File: src/rtl/ps2_rx_deframer.sv
`timescale 1ns/1ps
// ps2_rx_deframer
// Deframes device-to-host PS/2 frames (start, 8 data LSB-first, odd parity,
// stop) from raw pad levels and emits validated scan codes as one-cycle
// strobes. Reception is gated by RX_EN so init responses are never emitted.
//
// Optional build macro: PS2_BREAK_FILTER_EN
//   When defined, an accepted F0 arms a break-pending flag and the following
//   non-E0 byte is swallowed together with the F0 (no KEY_VALID, KEY_VALUE
//   untouched). E0 always passes through.
//
// State table:
//   IDLE   | waiting for a start bit on the next PS/2 falling edge
//   DATA   | shifting in the 8 data bits, LSB first
//   PARITY | latching the odd-parity bit
//   STOP   | latching the stop bit, then accept or reject the frame
module ps2_rx_deframer #(
  parameter int unsigned CLK_HZ         = 40000000,
  parameter int unsigned TIMEOUT_CYCLES = 80000,
  parameter int unsigned SYNC_STAGES    = 3
) (
  input  logic       CLK,
  input  logic       RESET_N,
  input  logic       RX_EN,
  input  logic       PS2_CLK_IN,
  input  logic       PS2_DATA_IN,
  output logic [7:0] KEY_VALUE,
  output logic       KEY_VALID,
  output logic       FRAME_ERR,
  output logic       RX_BUSY
);

  localparam int unsigned TW = $clog2(TIMEOUT_CYCLES + 1);
  localparam logic [TW-1:0] TO_LAST = TW'(TIMEOUT_CYCLES - 1);

  // Reject configurations the synchronizer and timer cannot support.
  if (SYNC_STAGES < 2 || TIMEOUT_CYCLES < 2 || CLK_HZ == 0) begin : g_cfg_check
    $error("ps2_rx_deframer: SYNC_STAGES must be >= 2, TIMEOUT_CYCLES >= 2, CLK_HZ > 0");
  end

  typedef enum logic [1:0] {
    IDLE,
    DATA,
    PARITY,
    STOP
  } state_t;

  logic [SYNC_STAGES-1:0] clk_sync;
  logic [SYNC_STAGES-1:0] data_sync;
  logic                   clk_prev;
  logic                   fall_stb;
  logic                   data_s;

  state_t        state;
  logic [7:0]    shift;
  logic [2:0]    bit_cnt;
  logic          parity_bit;
  logic [TW-1:0] to_cnt;
`ifdef PS2_BREAK_FILTER_EN
  logic          break_pending;
`endif

  // Synchronize both pads, detect the clock falling edge, and delay data by
  // one cycle so the sampled bit lines up with the registered fall strobe.
  always_ff @(posedge CLK or negedge RESET_N) begin
    if (!RESET_N) begin
      clk_sync  <= '1;
      data_sync <= '1;
      clk_prev  <= 1'b1;
      fall_stb  <= 1'b0;
      data_s    <= 1'b1;
    end else begin
      clk_sync  <= {clk_sync[SYNC_STAGES-2:0], PS2_CLK_IN};
      data_sync <= {data_sync[SYNC_STAGES-2:0], PS2_DATA_IN};
      clk_prev  <= clk_sync[SYNC_STAGES-1];
      fall_stb  <= clk_prev & ~clk_sync[SYNC_STAGES-1];
      data_s    <= data_sync[SYNC_STAGES-1];
    end
  end

  // Frame FSM with inter-edge timeout; all outputs are registered here.
  always_ff @(posedge CLK or negedge RESET_N) begin
    if (!RESET_N) begin
      state      <= IDLE;
      shift      <= 8'h00;
      bit_cnt    <= 3'd0;
      parity_bit <= 1'b0;
      to_cnt     <= '0;
      KEY_VALUE  <= 8'h00;
      KEY_VALID  <= 1'b0;
      FRAME_ERR  <= 1'b0;
      RX_BUSY    <= 1'b0;
`ifdef PS2_BREAK_FILTER_EN
      break_pending <= 1'b0;
`endif
    end else begin
      KEY_VALID <= 1'b0;
      FRAME_ERR <= 1'b0;
      if (!RX_EN) begin
        // Gated: drop any partial frame silently.
        state   <= IDLE;
        bit_cnt <= 3'd0;
        to_cnt  <= '0;
        RX_BUSY <= 1'b0;
`ifdef PS2_BREAK_FILTER_EN
        break_pending <= 1'b0;
`endif
      end else if (fall_stb) begin
        // A falling edge always wins over a simultaneous timeout.
        to_cnt <= '0;
        case (state)
          IDLE: begin
            if (!data_s) begin
              state   <= DATA;
              bit_cnt <= 3'd0;
              shift   <= 8'h00;
              RX_BUSY <= 1'b1;
            end else begin
              FRAME_ERR <= 1'b1;
`ifdef PS2_BREAK_FILTER_EN
              break_pending <= 1'b0;
`endif
            end
          end
          DATA: begin
            shift <= {data_s, shift[7:1]};
            if (bit_cnt == 3'd7) begin
              state <= PARITY;
            end else begin
              bit_cnt <= bit_cnt + 3'd1;
            end
          end
          PARITY: begin
            parity_bit <= data_s;
            state      <= STOP;
          end
          STOP: begin
            state   <= IDLE;
            RX_BUSY <= 1'b0;
            if ((((^shift) ^ parity_bit) == 1'b1) && data_s) begin
`ifdef PS2_BREAK_FILTER_EN
              if (shift == 8'hE0) begin
                KEY_VALUE <= shift;
                KEY_VALID <= 1'b1;
              end else if (break_pending) begin
                break_pending <= 1'b0;
              end else if (shift == 8'hF0) begin
                break_pending <= 1'b1;
              end else begin
                KEY_VALUE <= shift;
                KEY_VALID <= 1'b1;
              end
`else
              KEY_VALUE <= shift;
              KEY_VALID <= 1'b1;
`endif
            end else begin
              FRAME_ERR <= 1'b1;
`ifdef PS2_BREAK_FILTER_EN
              break_pending <= 1'b0;
`endif
            end
          end
          default: begin
            state   <= IDLE;
            RX_BUSY <= 1'b0;
          end
        endcase
      end else if (state != IDLE) begin
        if (to_cnt == TO_LAST) begin
          // Stalled frame: discard the partial byte and report it.
          state     <= IDLE;
          to_cnt    <= '0;
          bit_cnt   <= 3'd0;
          shift     <= 8'h00;
          FRAME_ERR <= 1'b1;
          RX_BUSY   <= 1'b0;
`ifdef PS2_BREAK_FILTER_EN
          break_pending <= 1'b0;
`endif
        end else begin
          to_cnt <= to_cnt + TW'(1);
        end
      end
    end
  end

endmodule

File: config.mk
export PLATFORM = sky130hd
export DESIGN_NAME = ps2_rx_deframer
export DESIGN_NICKNAME = d
export VERILOG_FILES = /design/src/rtl/ps2_rx_deframer.sv
export SDC_FILE = /design/constraint.sdc
export NUM_CORES = 1
export LEC_CHECK = 0
export ABC_AREA = 1
export CAP_MARGIN = 20
export CORE_UTILIZATION = 30
export CTS_CLUSTER_DIAMETER = 40
export CTS_CLUSTER_SIZE = 8
export DETAILED_ROUTE_END_ITERATION = 6
export PLACE_DENSITY = 0.42
export RECOVER_POWER = 100
export SLEW_MARGIN = 20
export SYNTH_ARGS = -nofsm -noshare
export SYNTH_HDL_FRONTEND = slang
export SYNTH_SLANG_ARGS = --single-unit
File: constraint.sdc
create_clock -name CLK -period 4.65 [get_ports CLK]
set_clock_uncertainty 0.15 [all_clocks]
set_input_delay 0.93 -clock CLK [delete_from_list [all_inputs] [get_ports CLK]]
set_output_delay 0.93 -clock CLK [all_outputs]
set_load 0.01 [all_outputs]
# Yosys cells after proc, flatten, opt, wreduce, memory -nomap -nowiden
# Cells that the tools add are included.
# Widths: inputs -> output; s select.
totals:
  ff_bits: 51
  input_bits: 5
  out_inout_bits: 11
classes:
  add_sub_neg: 2
  n_reduce_logical: 12
  mux: 40
  eq_ne: 14
  bitwise: 3
op_table:
  columns: ["cell", "n"]
  rows:
  - ["$mux 17", 4]
  - ["$mux 8", 4]
  - ["$mux 3", 6]
  - ["$add 17x1->17 const B", 1]
  - ["$eq 17x17->1 const B", 1]
  - ["$pmux 8 s2", 1]
  - ["$mux 1", 15]
  - ["$mux 2", 6]
  - ["$ne 4x4->1 const B", 3]
  - ["$reduce_and 4->1", 3]
  - ["$reduce_and 5->1", 2]
  - ["$ne 3x1->1 const B", 3]
  - ["$ne 4x2->1 const B", 2]
  - ["$pmux 2 s4", 1]
  - ["$reduce_xor 8->1", 1]
  - ["$pmux 3 s2", 1]
  - ["$reduce_bool 2->1", 3]
  - ["$eq 2x2->1 const B", 2]
  - ["$pmux 1 s2", 2]
  - ["$add 3x1->3 const B", 1]
  - ["$eq 3x3->1 const B", 1]
  - ["$ne 3x3->1 const B", 1]
  - ["$reduce_and 3->1", 1]
  - ["$eq 2x1->1 const B", 1]
  - ["other kinds (5)", 5]

# Logic depth before layout (Yosys ltp)
logic_depth:
  word_depth: 7
  ltp_mapped: 12
  ltp_nobuf: 12

# Worst setup path after synthesis
# OpenSTA, ideal clock, no wires.
synth_timing:
  kind: "input-to-reg"
  from: "input RX_EN"
  to: "register to_cnt[14]"
  slack_ps: 2492
  n_path_buf: 0
  cell_stages: 10
  t_arrival_ps: 1889
  required_ps: 4381
  setup_ps: 119
  cell_sequence: "inv_1 > nor2_4 > nand2_1 > inv_2 > nor2_2 > nand3_2 > nor2_4 > nand2_1 > xor2_1 > nor2_2"
synth_via:
  elab_chain_cells: 1
synth_rtl:
  columns: ["item", "line", "source"]
  rows:
  - ["start: declaration", "24", "input logic RX_EN,"]
  - ["$ne 3x1->1 (no line) / $mux 17 (equally long branches)", null, null]
  - ["end signal: assignment", "182", "to_cnt <= to_cnt + TW'(1);"]
  - ["end: declaration", "58", "logic [TW-1:0] to_cnt;"]
# Parallel ways exist; a longest one is shown, timed or not.
# A chain may end at the register's enable or synchronous reset.

==> results.md <==
- Post-DP HPWL: 4100 um
- Critical path origin: RESET_N
- Bufs and invs on worst path: 2
- Switch Pwr: 0.000204 W
- Clock buffer depth: 2
- Largest net degree at the start of global routing: 31
- CTS H-Tree Depth: 2
- Switching Share: 26.1%
- Largest delay share family, worst path: buffers and inverters
- Sequential fraction of the synthesis area: 47.9%
- Port Buffer Count: 15
- Initial Util: 30.9%
- RSZ-0062 raised after global routing: no
- Syn Area/Cell: 8.34 um2
- Final Hold Fails: 0
- Die X: 96.6 um
- CP arrival: 3.10 ns
- DRT Pass-1 Iters: 4
- GPL Wtd Cong: 0.812
- Leakage: 1.42 nW
- Combinational fraction of design power: 5.9%
- Top FF cell, synth: dfrtp_1
- Hold_sp: clk_sync[0]$_DFF_PN1_
- Yosys reg bits: 51
- DRT iter0 DRCs: 90
- Post-Syn Nets: 335
- Via density: 4.56
- Post-synth top cells: nand2_1 (94), dfrtp_1 (43), inv_1 (38)
- Die Height: 96.6 um
- Slowest-stage cell, CP: clkbuf_1
- Origin of the critical flop-to-flop path: to_cnt[0]$_DFFE_PN0P_
- # placed instances: 443
- Skew-Pair Late Insertion Delay: 0.31 ns
- Peak Freq: 0.334 GHz
- Crit path largest cell delay: 1.21 ns
- Failing checks: capacitance limit, slew limit
- I/O pin count: 16
- Vias in the first global route: 2073
- Period Utilization, post-route: 64.3%
- Worst Setup Start Kind: input port
- Area growth, synth to finish: 9.41%
- Hold-fix buffers, CTS: 0
- Reg clk slew, reported paths: 0.10 ns
- Max-cap violations: 1
- Vias: 2055
- Most used cell, CP: clkbuf_1
- Final setup fails: 0
- Post-synth EDFFs: 0
- Post-Layout Cell Count: 451
- Core area: 0.00868 mm2
- Setup TNS: 0 ns
- Share of cells above drive strength 1: 6.71%
- Ys async rst share: 100%
- Pwr dens: 266 mW/mm2
- Post-CTS sizing: 0
- Rows: 34
- Top post-synthesis cells by area: dfrtp_1 (40%), nand2_1 (13%), dfstp_2 (7.8%), inv_1 (5.3%), nor2_1 (4.2%)
- Setup Buffers After CTS: 0
- Yosys top cell area share: 40.1%
- Global Route Usage Sum: 12.8%
- Status: finished with violations
- Die area: 0.00933 mm2
- Crit path time final: 2.99 ns
- Root Driver: clkbuf_8
- Routed wire length: 5560 um
- Number of library cell types mapped by synthesis: 37
- CTS tree: yes
- Grt total ovfl: 0
- Initial antenna violation count: 0
- Setup crit end kind: asynchronous set/reset pin
- Clock Power Share: 35.4%
- Drt drc: 0
- DR WL/cell: 12.3 um
- Post-synth top area cell: dfrtp_1
- Syn Inst Count: 322
- Max_slew headroom: -14.2%
- CP Max Fanout: 30
- Top-count cell post-synth: nand2_1
- Worst-path cell chain: clkbuf_1, clkbuf_1
- First-pass GRT wire length: 9810 um
- Nets@finish: 355
- Sequential Power Share: 58.7%
- Clk sink count: 51
- Peak VDD IR: 0.139 mV
- Min-delay worst type: reg2reg
- CTS buffer count: 5
- Slew @ Worst Pin: 1.71 ns
- Pins Over Slew Limit: 31
- Routed Antenna Nets: 0
- Filler cell count in the final layout: 967
- Critical path class: in2async
- Yosys warns: 0
- Req. time, crit path: 4.76 ns
- Int Power: 0.000577 W
- Antenna cells: 0
- Cell Area, Synth: 0.00269 mm2
- Worst hold margin: 0.212 ns
## metrics by stage
step / utilization (%) / setup slack (ns) / area, um2 / total power, W
4_1_cts: 35.1 / 2.17 / 3050 / 0.000804
5_1_grt: 33.9 / 1.08 / 2940 / 0.000827
3_5_place_dp: 34.0 / 1.84 / 2950 / 0.000519
6_report: 33.9 / 1.66 / 2940 / 0.000781
3_3_place_gp: 34.0 / 1.91 / 2950 / 0.000520
2_1_floorplan: - / 2.49 / 2690 / 0.000496
## cell type report
cell class / count / area [um2] / area share [%]
Inverter: 40 / 150 / 5.11
Clock buffer: 5 / 68.8 / 2.34
Tap cell: 108 / 135 / 4.60
Sequential cell: 51 / 1290 / 43.8
Clock inverter: 3 / 26.3 / 0.894
Timing Repair Buffer: 16 / 148 / 5.03
Multi-Input combinational cell: 228 / 1120 / 38.2
## placed cells by master, fill, tap and decap left out
cell           synthesis  final
dfstp_2                8      7
nor2_1                30     33
inv_1                 38     39
nor3_1                11     13
or2_2                  1      1
nor2_2                 2      1
xor2_1                 6      6
o21ai_0                7     17
nor4_2                 1      1
clkinv_1               1      1
a22oi_1                1      1
ha_1                   8      8
nor4_1                 1      1
inv_6                  0      2
clkbuf_8               0      5
o21ai_1                4      1
nor2_4                 3      1
clkinv_4               0      1
o21ba_2                1      1
nand3_1               21     25
a31oi_1                2      2
clkbuf_1               0      2
dlygate4sd3_1          0     14
a21oi_1                5      5
nand3_2                4      1
xnor2_1                3      3
dfrtp_1               43     43
o21a_1                 1      1
nand3b_1               2      2
nand2_1               94     96
nand4_1                5      5
nand2_2                2      2
dfstp_1                0      1
and3_1                 1      1
## sequential cells by signal (all words and copies together), names as in the netlist
signal	count
state	2
shift	8
data_sync	3
data_s	1
to_cnt	17
parity_bit	1
FRAME_ERR	1
bit_cnt	3
clk_sync	3
fall_stb	1
KEY_VALUE	8
RX_BUSY	1
KEY_VALID	1
clk_prev	1
## logic make-up after synthesis
| kind of cell | after synthesis | synth area share, % |
|---|---|---|
| and+or+nand+nor | 183 | 32.3 |
| buffers and inverters | 43 | 6.43 |
| adders and majority gates | 8 | 3.73 |
| DFF | 51 | 47.9 |
| xor gates and xnor gates | 9 | 2.94 |
| AOI/OAI and AO/OA | 28 | 6.66 |
## routing by layer
metal,vias up,routed length (um),GRT usage [%]
li1,1063,-,-
met1,962,2780,17.0
met2,26,2560,21.1
met3,4,165,2.82
met4,0,42,3.67
met5,-,0,0
## power groups by stage
stage	registers [W]	logic [W]	clock network [W]
6_report	0.000459	0.0000457	0.000276
5_1_grt	0.000460	0.0000540	0.000313
2_1_floorplan	0.000467	0.0000291	0
3_3_place_gp	0.000468	0.0000517	0
4_1_cts	0.000460	0.0000516	0.000293
3_5_place_dp	0.000468	0.0000516	0
## worst paths after layout
check                                          to  slack, ns  cells past startpoint
max                        to_cnt[12]$_DFFE_PN0P_       1.66                      2
min                         clk_sync[1]$_DFF_PN1_       0.21                      0
max reg2reg                  state[0]$_DFFE_PN0P_       2.27                     10
min reg2reg                 clk_sync[1]$_DFF_PN1_       0.21                      0
max in group CLK           to_cnt[14]$_DFFE_PN0P_       1.75                     11
min in group asynchronous  parity_bit$_DFFE_PN0P_       0.90                      1
Note: power is estimated with default switching activity, not from simulation.
